## config.mk

```make
export PLATFORM = sky130hd
export DESIGN_NAME = tx_uart_128_flat
export DESIGN_NICKNAME = d
export VERILOG_FILES = /design/src/rtl/uart_pkg.sv /design/src/rtl/tx_uart_128_if.sv /design/src/rtl/uart_byte_tx.sv /design/src/rtl/tx_uart_128.sv /design/src/flat_wrapper.sv
export SDC_FILE = /design/constraint.sdc
export NUM_CORES = 1
export LEC_CHECK = 0
export ABC_AREA = 1
export CORE_ASPECT_RATIO = 2
export CORE_MARGIN = 1
export CORE_UTILIZATION = 30
export CTS_CLUSTER_SIZE = 16
export DETAILED_ROUTE_END_ITERATION = 12
export MAX_ROUTING_LAYER = met4
export PLACE_DENSITY = 0.51
export SYNTH_ARGS = -nofsm -noshare
export SYNTH_HDL_FRONTEND = slang
export SYNTH_HIERARCHICAL = 1
export SYNTH_SLANG_ARGS = --single-unit
```

## constraint.sdc

```tcl
create_clock -name clk -period 5.5 [get_ports clk]
set_input_delay 1.1 -clock clk [delete_from_list [all_inputs] [get_ports clk]]
set_output_delay 1.1 -clock clk [all_outputs]
set_load 0.05 [all_outputs]
```

## src/rtl/uart_pkg.sv

```systemverilog
// rtl/uart_pkg.sv - shared UART state encoding and framing constants
package uart_pkg;

  typedef enum logic [1:0] {
    ST_IDLE  = 2'd0,
    ST_START = 2'd1,
    ST_DATA  = 2'd2,
    ST_STOP  = 2'd3
  } uart_state_t;

  localparam int UART_FRAME_BITS   = 10;
  localparam int UART_DATA_BITS    = 8;
  localparam int UART_WORD_BYTES   = 16;
  localparam int UART_CLKS_PER_BIT = 868;

endpackage

```

## src/rtl/tx_uart_128_if.sv

```systemverilog
// rtl/tx_uart_128_if.sv - request/line signals of the 128-bit UART transmitter
interface tx_uart_128_if;
  logic         en_tx;
  logic         start;
  logic [127:0] data_in;
  logic         u_tx;
  logic         busy;
  logic         u_tx_done;

  modport master (output en_tx, start, data_in, input u_tx, busy, u_tx_done);
  modport slave  (input en_tx, start, data_in, output u_tx, busy, u_tx_done);
endinterface

```

## src/rtl/uart_byte_tx.sv

```systemverilog
// rtl/uart_byte_tx.sv - single-byte 8N1 serializer; chains frames when start is held at frame end
module uart_byte_tx
  import uart_pkg::*;
#(
  parameter int CLKS_PER_BIT = UART_CLKS_PER_BIT
) (
  input  logic                      clk,
  input  logic                      reset,
  input  logic                      en,
  input  logic                      start,
  input  logic [UART_DATA_BITS-1:0] data,
  output logic                      tx,
  output logic                      busy,
  output logic                      done,
  output logic                      frame_end
);
  localparam int BAUD_W = (CLKS_PER_BIT > 1) ? $clog2(CLKS_PER_BIT) : 1;
  localparam logic [BAUD_W-1:0] BAUD_LAST = BAUD_W'(CLKS_PER_BIT - 1);
  localparam logic [2:0] BIT_LAST = 3'(UART_DATA_BITS - 1);

  uart_state_t       state;
  logic [BAUD_W-1:0] baud;
  logic [2:0]        bit_idx;
  logic              bit_end;

  assign bit_end   = (baud == BAUD_LAST);
  assign frame_end = (state == ST_STOP) && bit_end;

  // data is read live (not latched): the owner must hold it stable for the whole frame
  always_ff @(posedge clk or posedge reset) begin
    if (reset) begin
      state   <= ST_IDLE;
      baud    <= '0;
      bit_idx <= '0;
      tx      <= 1'b1;
      busy    <= 1'b0;
      done    <= 1'b0;
    end else if (!en) begin
      state   <= ST_IDLE;
      baud    <= '0;
      bit_idx <= '0;
      tx      <= 1'b1;
      busy    <= 1'b0;
      done    <= 1'b0;
    end else begin
      done <= 1'b0;
      case (state)
        ST_IDLE: begin
          if (start) begin
            state <= ST_START;
            baud  <= '0;
            tx    <= 1'b0;
            busy  <= 1'b1;
          end
        end
        ST_START: begin
          if (bit_end) begin
            state   <= ST_DATA;
            baud    <= '0;
            bit_idx <= '0;
            tx      <= data[0];
          end else begin
            baud <= baud + BAUD_W'(1);
          end
        end
        ST_DATA: begin
          if (bit_end) begin
            baud <= '0;
            if (bit_idx == BIT_LAST) begin
              state <= ST_STOP;
              tx    <= 1'b1;
            end else begin
              bit_idx <= bit_idx + 3'd1;
              tx      <= data[bit_idx + 3'd1];
            end
          end else begin
            baud <= baud + BAUD_W'(1);
          end
        end
        ST_STOP: begin
          if (bit_end) begin
            baud <= '0;
            if (start) begin
              state <= ST_START;
              tx    <= 1'b0;
            end else begin
              state <= ST_IDLE;
              busy  <= 1'b0;
              done  <= 1'b1;
            end
          end else begin
            baud <= baud + BAUD_W'(1);
          end
        end
        default: state <= ST_IDLE;
      endcase
    end
  end
endmodule

```

## src/rtl/tx_uart_128.sv

```systemverilog
// rtl/tx_uart_128.sv - sends a 128-bit word as 16 back-to-back 8N1 frames, MSB byte first
module tx_uart_128
  import uart_pkg::*;
#(
  parameter int CLKS_PER_BIT = UART_CLKS_PER_BIT
) (
  input  logic         clk,
  input  logic         reset,
  tx_uart_128_if.slave bus
);
  localparam logic [3:0] LAST_BYTE = 4'(UART_WORD_BYTES - 1);

  logic [127:0] shreg;
  logic [3:0]   byte_cnt;
  logic         accept;
  logic         last_byte;
  logic         byte_start;
  logic         frame_end;

  assign accept    = bus.en_tx && bus.start && !bus.busy;
  assign last_byte = (byte_cnt == LAST_BYTE);
  // while busy, start only matters at frame end: it chains the next byte with no gap
  assign byte_start = bus.busy ? !last_byte : bus.start;

  always_ff @(posedge clk or posedge reset) begin
    if (reset) begin
      shreg    <= '0;
      byte_cnt <= '0;
    end else if (!bus.en_tx) begin
      byte_cnt <= '0;
    end else if (accept) begin
      shreg    <= bus.data_in;
      byte_cnt <= '0;
    end else if (frame_end && !last_byte) begin
      shreg    <= {shreg[119:0], 8'h00};
      byte_cnt <= byte_cnt + 4'd1;
    end
  end

  uart_byte_tx #(
    .CLKS_PER_BIT(CLKS_PER_BIT)
  ) u_byte_tx (
    .clk      (clk),
    .reset    (reset),
    .en       (bus.en_tx),
    .start    (byte_start),
    .data     (shreg[127:120]),
    .tx       (bus.u_tx),
    .busy     (bus.busy),
    .done     (bus.u_tx_done),
    .frame_end(frame_end)
  );
endmodule

```

## src/flat_wrapper.sv

```systemverilog
// flat-port wrapper written by rule: the top's interface ports become plain ports
module tx_uart_128_flat import uart_pkg::*;
#(
  parameter int CLKS_PER_BIT = UART_CLKS_PER_BIT
)
  (clk, reset, bus_en_tx, bus_start, bus_data_in, bus_u_tx, bus_busy, bus_u_tx_done);
  tx_uart_128_if bus_i ();
  input  logic clk;
  input  logic reset;
  input wire logic [$bits(bus_i.en_tx)-1:0] bus_en_tx;
  input wire logic [$bits(bus_i.start)-1:0] bus_start;
  input wire logic [$bits(bus_i.data_in)-1:0] bus_data_in;
  output wire logic [$bits(bus_i.u_tx)-1:0] bus_u_tx;
  output wire logic [$bits(bus_i.busy)-1:0] bus_busy;
  output wire logic [$bits(bus_i.u_tx_done)-1:0] bus_u_tx_done;
  assign bus_i.en_tx = bus_en_tx;
  assign bus_i.start = bus_start;
  assign bus_i.data_in = bus_data_in;
  assign bus_u_tx = bus_i.u_tx;
  assign bus_busy = bus_i.busy;
  assign bus_u_tx_done = bus_i.u_tx_done;
  tx_uart_128 #(.CLKS_PER_BIT(CLKS_PER_BIT)) u_core (.clk(clk), .reset(reset), .bus(bus_i));
endmodule
```

==> results.py <==
metrics = {
    "outcome": {
        "status": "complete, no violations",
    },
    "synthesis": {
        "syn-instance-count": 1158,
        "syn_area_um2": 8390,
        "ys_types": 30,
        "ys_ff_latch": 150,
        "async_reset_ff_share_pct": 100,
        "yosysWarnings": 6,
        "synth_edf_count": 0,
        "syn_avg_cell_area_um2": 7.24,
        "seq_area_frac_synth_pct": 44.8,
        "syn-num-nets": 1299,
        "synthFlopType": "dfrtp_1",
    },
    "clocking": {
        "postCtsHoldBufs": 0,
        "clock_latency_ns": 0.43,
        "cts-htree-levels": 4,
        "cts_tree": "yes",
        "path_clk_slew_ns": 0.06,
        "cts.repair.resized": 0,
        "cts_buffers": 17,
        "max-clock-path-buffers": 2,
        "cts_root_buf": "clkbuf_16",
        "clock-sinks": 150,
        "post-cts-setup-buffers": 0,
    },
    "grt": {
        "antenna_found_initial": 0,
        "grt_max_degree": 91,
        "met1_usage_pct": 21.5,
        "grt_use_met3_pct": 2.67,
        "grt-busiest-layer": "met2",
        "grt_usage_pct": 18.8,
        "grt_pass1_wl_mm": 40.8,
        "overflow": 0,
        "grt_pass1_vias": 7815,
        "grt_use_met2_pct": 33.0,
    },
    "route": {
        "dr.pass1.iters": 5,
        "wirelength_mm": 25.4,
        "ant_nets": 0,
        "dr.first_iter.drc_count": 521,
        "vias_per_cell": 4.95,
        "wl_per_cell_um": 15.9,
        "vias": 7888,
        "drc": 0,
    },
    "final_layout": {
        "stdcell_count": 1593,
        "design_area_um2": 10400,
        "area_growth_pct": 24.2,
        "drive_gt1_share_pct": 4.67,
        "layout.nets": 1369,
        "antennaDiodeCount": 0,
    },
    "min_path": {
        "whs_path_depth": 2,
        "min_from": "u_core/shreg[109]",
        "hold_class": "reg -> reg",
        "whs_endpoint": "u_core/shreg[109]",
    },
    "sta": {
        "period_share_pct": 62.8,
        "fin_skew_ns": 0.00792,
        "hold_viol": 0,
        "slew_violations": 0,
        "rsz0062_at_grt": "false",
        "relSlewSlack_pct": 40.0,
        "min_period_ns": 3.45,
        "setup_viol": 0,
        "fin_setup_tns_ns": 0,
        "max_freq_ghz": 0.289,
        "finalWorstSetupSlack_ns": 2.05,
        "worstMarginPinSlew_ns": 0.900,
    },
    "floorplan": {
        "die_h_um": 238,
        "start_util_pct": 30.5,
        "die-width_um": 120,
        "rows": 86,
        "num_io_pins": 135,
        "coreArea_um2": 27500,
        "dieArea_um2": 28700,
    },
    "place": {
        "place_congestion": 0.784,
        "dp_slack_ns": 1.85,
        "dpl_cell_area_um2": 9770,
        "dp_hpwl_mm": 16.3,
        "placedCellCount": 1561,
        "io_buffers": 134,
    },
    "setup_path": {
        "reg2regPathDepth": 11,
        "endpoint_kind": "flop",
        "crit_fanout": 70,
        "worstPathArrival_ns": 3.77,
        "rrSetupSlack_ns": 2.05,
        "cp.required_ns": 5.82,
        "r2r-end": "u_core/shreg[74]",
        "path_class": "reg -> reg",
        "rr_startpoint": "u_core/u_byte_tx/baud[0]",
        "start_kind": "flop",
    },
    "flow_run": {
        "cap_viol_max_count": 0,
    },
    "pwr": {
        "leakage_uw": 0.00534,
        "ir_drop_v": 0.000231,
        "p_per_area_nw_per_um2": 413,
    },
}
==> registers in the layout, indices dropped and copies added (netlist names) <==
register and count:
u_core/u_byte_tx/bit_idx 3, u_core/u_byte_tx/baud 10, u_core/u_byte_tx/busy 1, u_core/byte_cnt 4, u_core/u_byte_tx/state 2, u_core/u_byte_tx/done 1, u_core/shreg 128, u_core/u_byte_tx/tx 1
==> critical path: stages (launching register included) <==
cell and delay (ns):
dfrtp_1 0.37, ha_1 0.19, inv_1 0.07, nor3_1 0.27, nand4_1 0.20, nor2_1 0.16
nand2_1 0.15, nand2_4 0.48, nand2_4 0.63, buf_4 0.54, nand2_1 0.15, nand2_1 0.06
==> cells in the final DEF, fill, tap and decap left out, types with 9 or more instances in the layout <==
master / n
dfrtp_1: 149
nand4_1: 125
clkdlybuf4s50_1: 132
inv_1: 23
nand2_1: 555
ha_1: 9
nor2_1: 23
buf_4: 13
clkbuf_16: 17
nand3_1: 131
==> metal layers <==
metal	up-vias	wire [µm]
li1	3963	-
met1	3734	10300
met2	163	13700
met3	28	792
met4	0	567
met5	-	0
==> cells in the mapped netlist, drive strengths merged (6+ instances only) <==
| cell | instances | area [µm²] |
|---|---|---|
| nand4 | 125 | 782 |
| o21ai | 7 | 35.0 |
| nor3 | 6 | 30.0 |
| xor2 | 6 | 52.6 |
| ha | 9 | 113 |
| clkbuf | 18 | 67.6 |
| nand3 | 134 | 701 |
| buf | 77 | 444 |
| inv | 27 | 101 |
| dfrtp | 149 | 3730 |
| nand2 | 559 | 2110 |
| nor2 | 24 | 92.6 |
==> cell families (layout without fill, tap and decap cells) <==
| logic type | Yosys count | count (layout) | synth area share [%] |
|---|---|---|---|
| compound gates | 17 | 17 | 1.18 |
| flops | 150 | 150 | 44.8 |
| simple gates | 853 | 853 | 44.7 |
| fa+ha+maj | 9 | 9 | 1.34 |
| xor+xnor | 6 | 6 | 0.626 |
| buf+inv | 123 | 206 | 7.35 |
==> per-stage QoR <==
stage               utilization [%]  total power, µW  hold WS [ns]
floorplan                         -             2670         0.442
global placement               35.5             3020         0.454
detailed placement             35.5             3040         0.458
CTS                            37.8             4360         0.473
global route                   37.8             4640         0.489
finish                         37.8             4310         0.469
==> worst max-delay path by stage <==
stage	start	to	cells past startpoint
2_1_floorplan	reset	u_core/byte_cnt[0]	1
3_3_place_gp	bus_en_tx	u_core/shreg[105]	7
3_5_place_dp	bus_en_tx	u_core/shreg[74]	7
4_1_cts	u_core/u_byte_tx/baud[0]	u_core/shreg[74]	11
5_1_grt	u_core/u_byte_tx/baud[0]	u_core/shreg[88]	11
6_report	u_core/u_byte_tx/baud[0]	u_core/shreg[74]	11
==> final cells by class <==
type	count	area (µm²)
Clock buffer	25	515
Clock inverter	7	139
Fill cell	3024	17100
Inverter	28	113
Multi-Input combinational cell	885	4030
Sequential cell	150	3750
Tap cell	352	440
Timing Repair Buffer	146	1430
==> power breakdown <==
part | switching (µW) | total, µW | internal [µW]
logic | 771 | 1250 | 476
registers | 241 | 1760 | 1520
clock network | 464 | 1300 | 832
total | 1480 | 4310 | 2830
No activity file was read; power rests on OpenSTA's default activity.
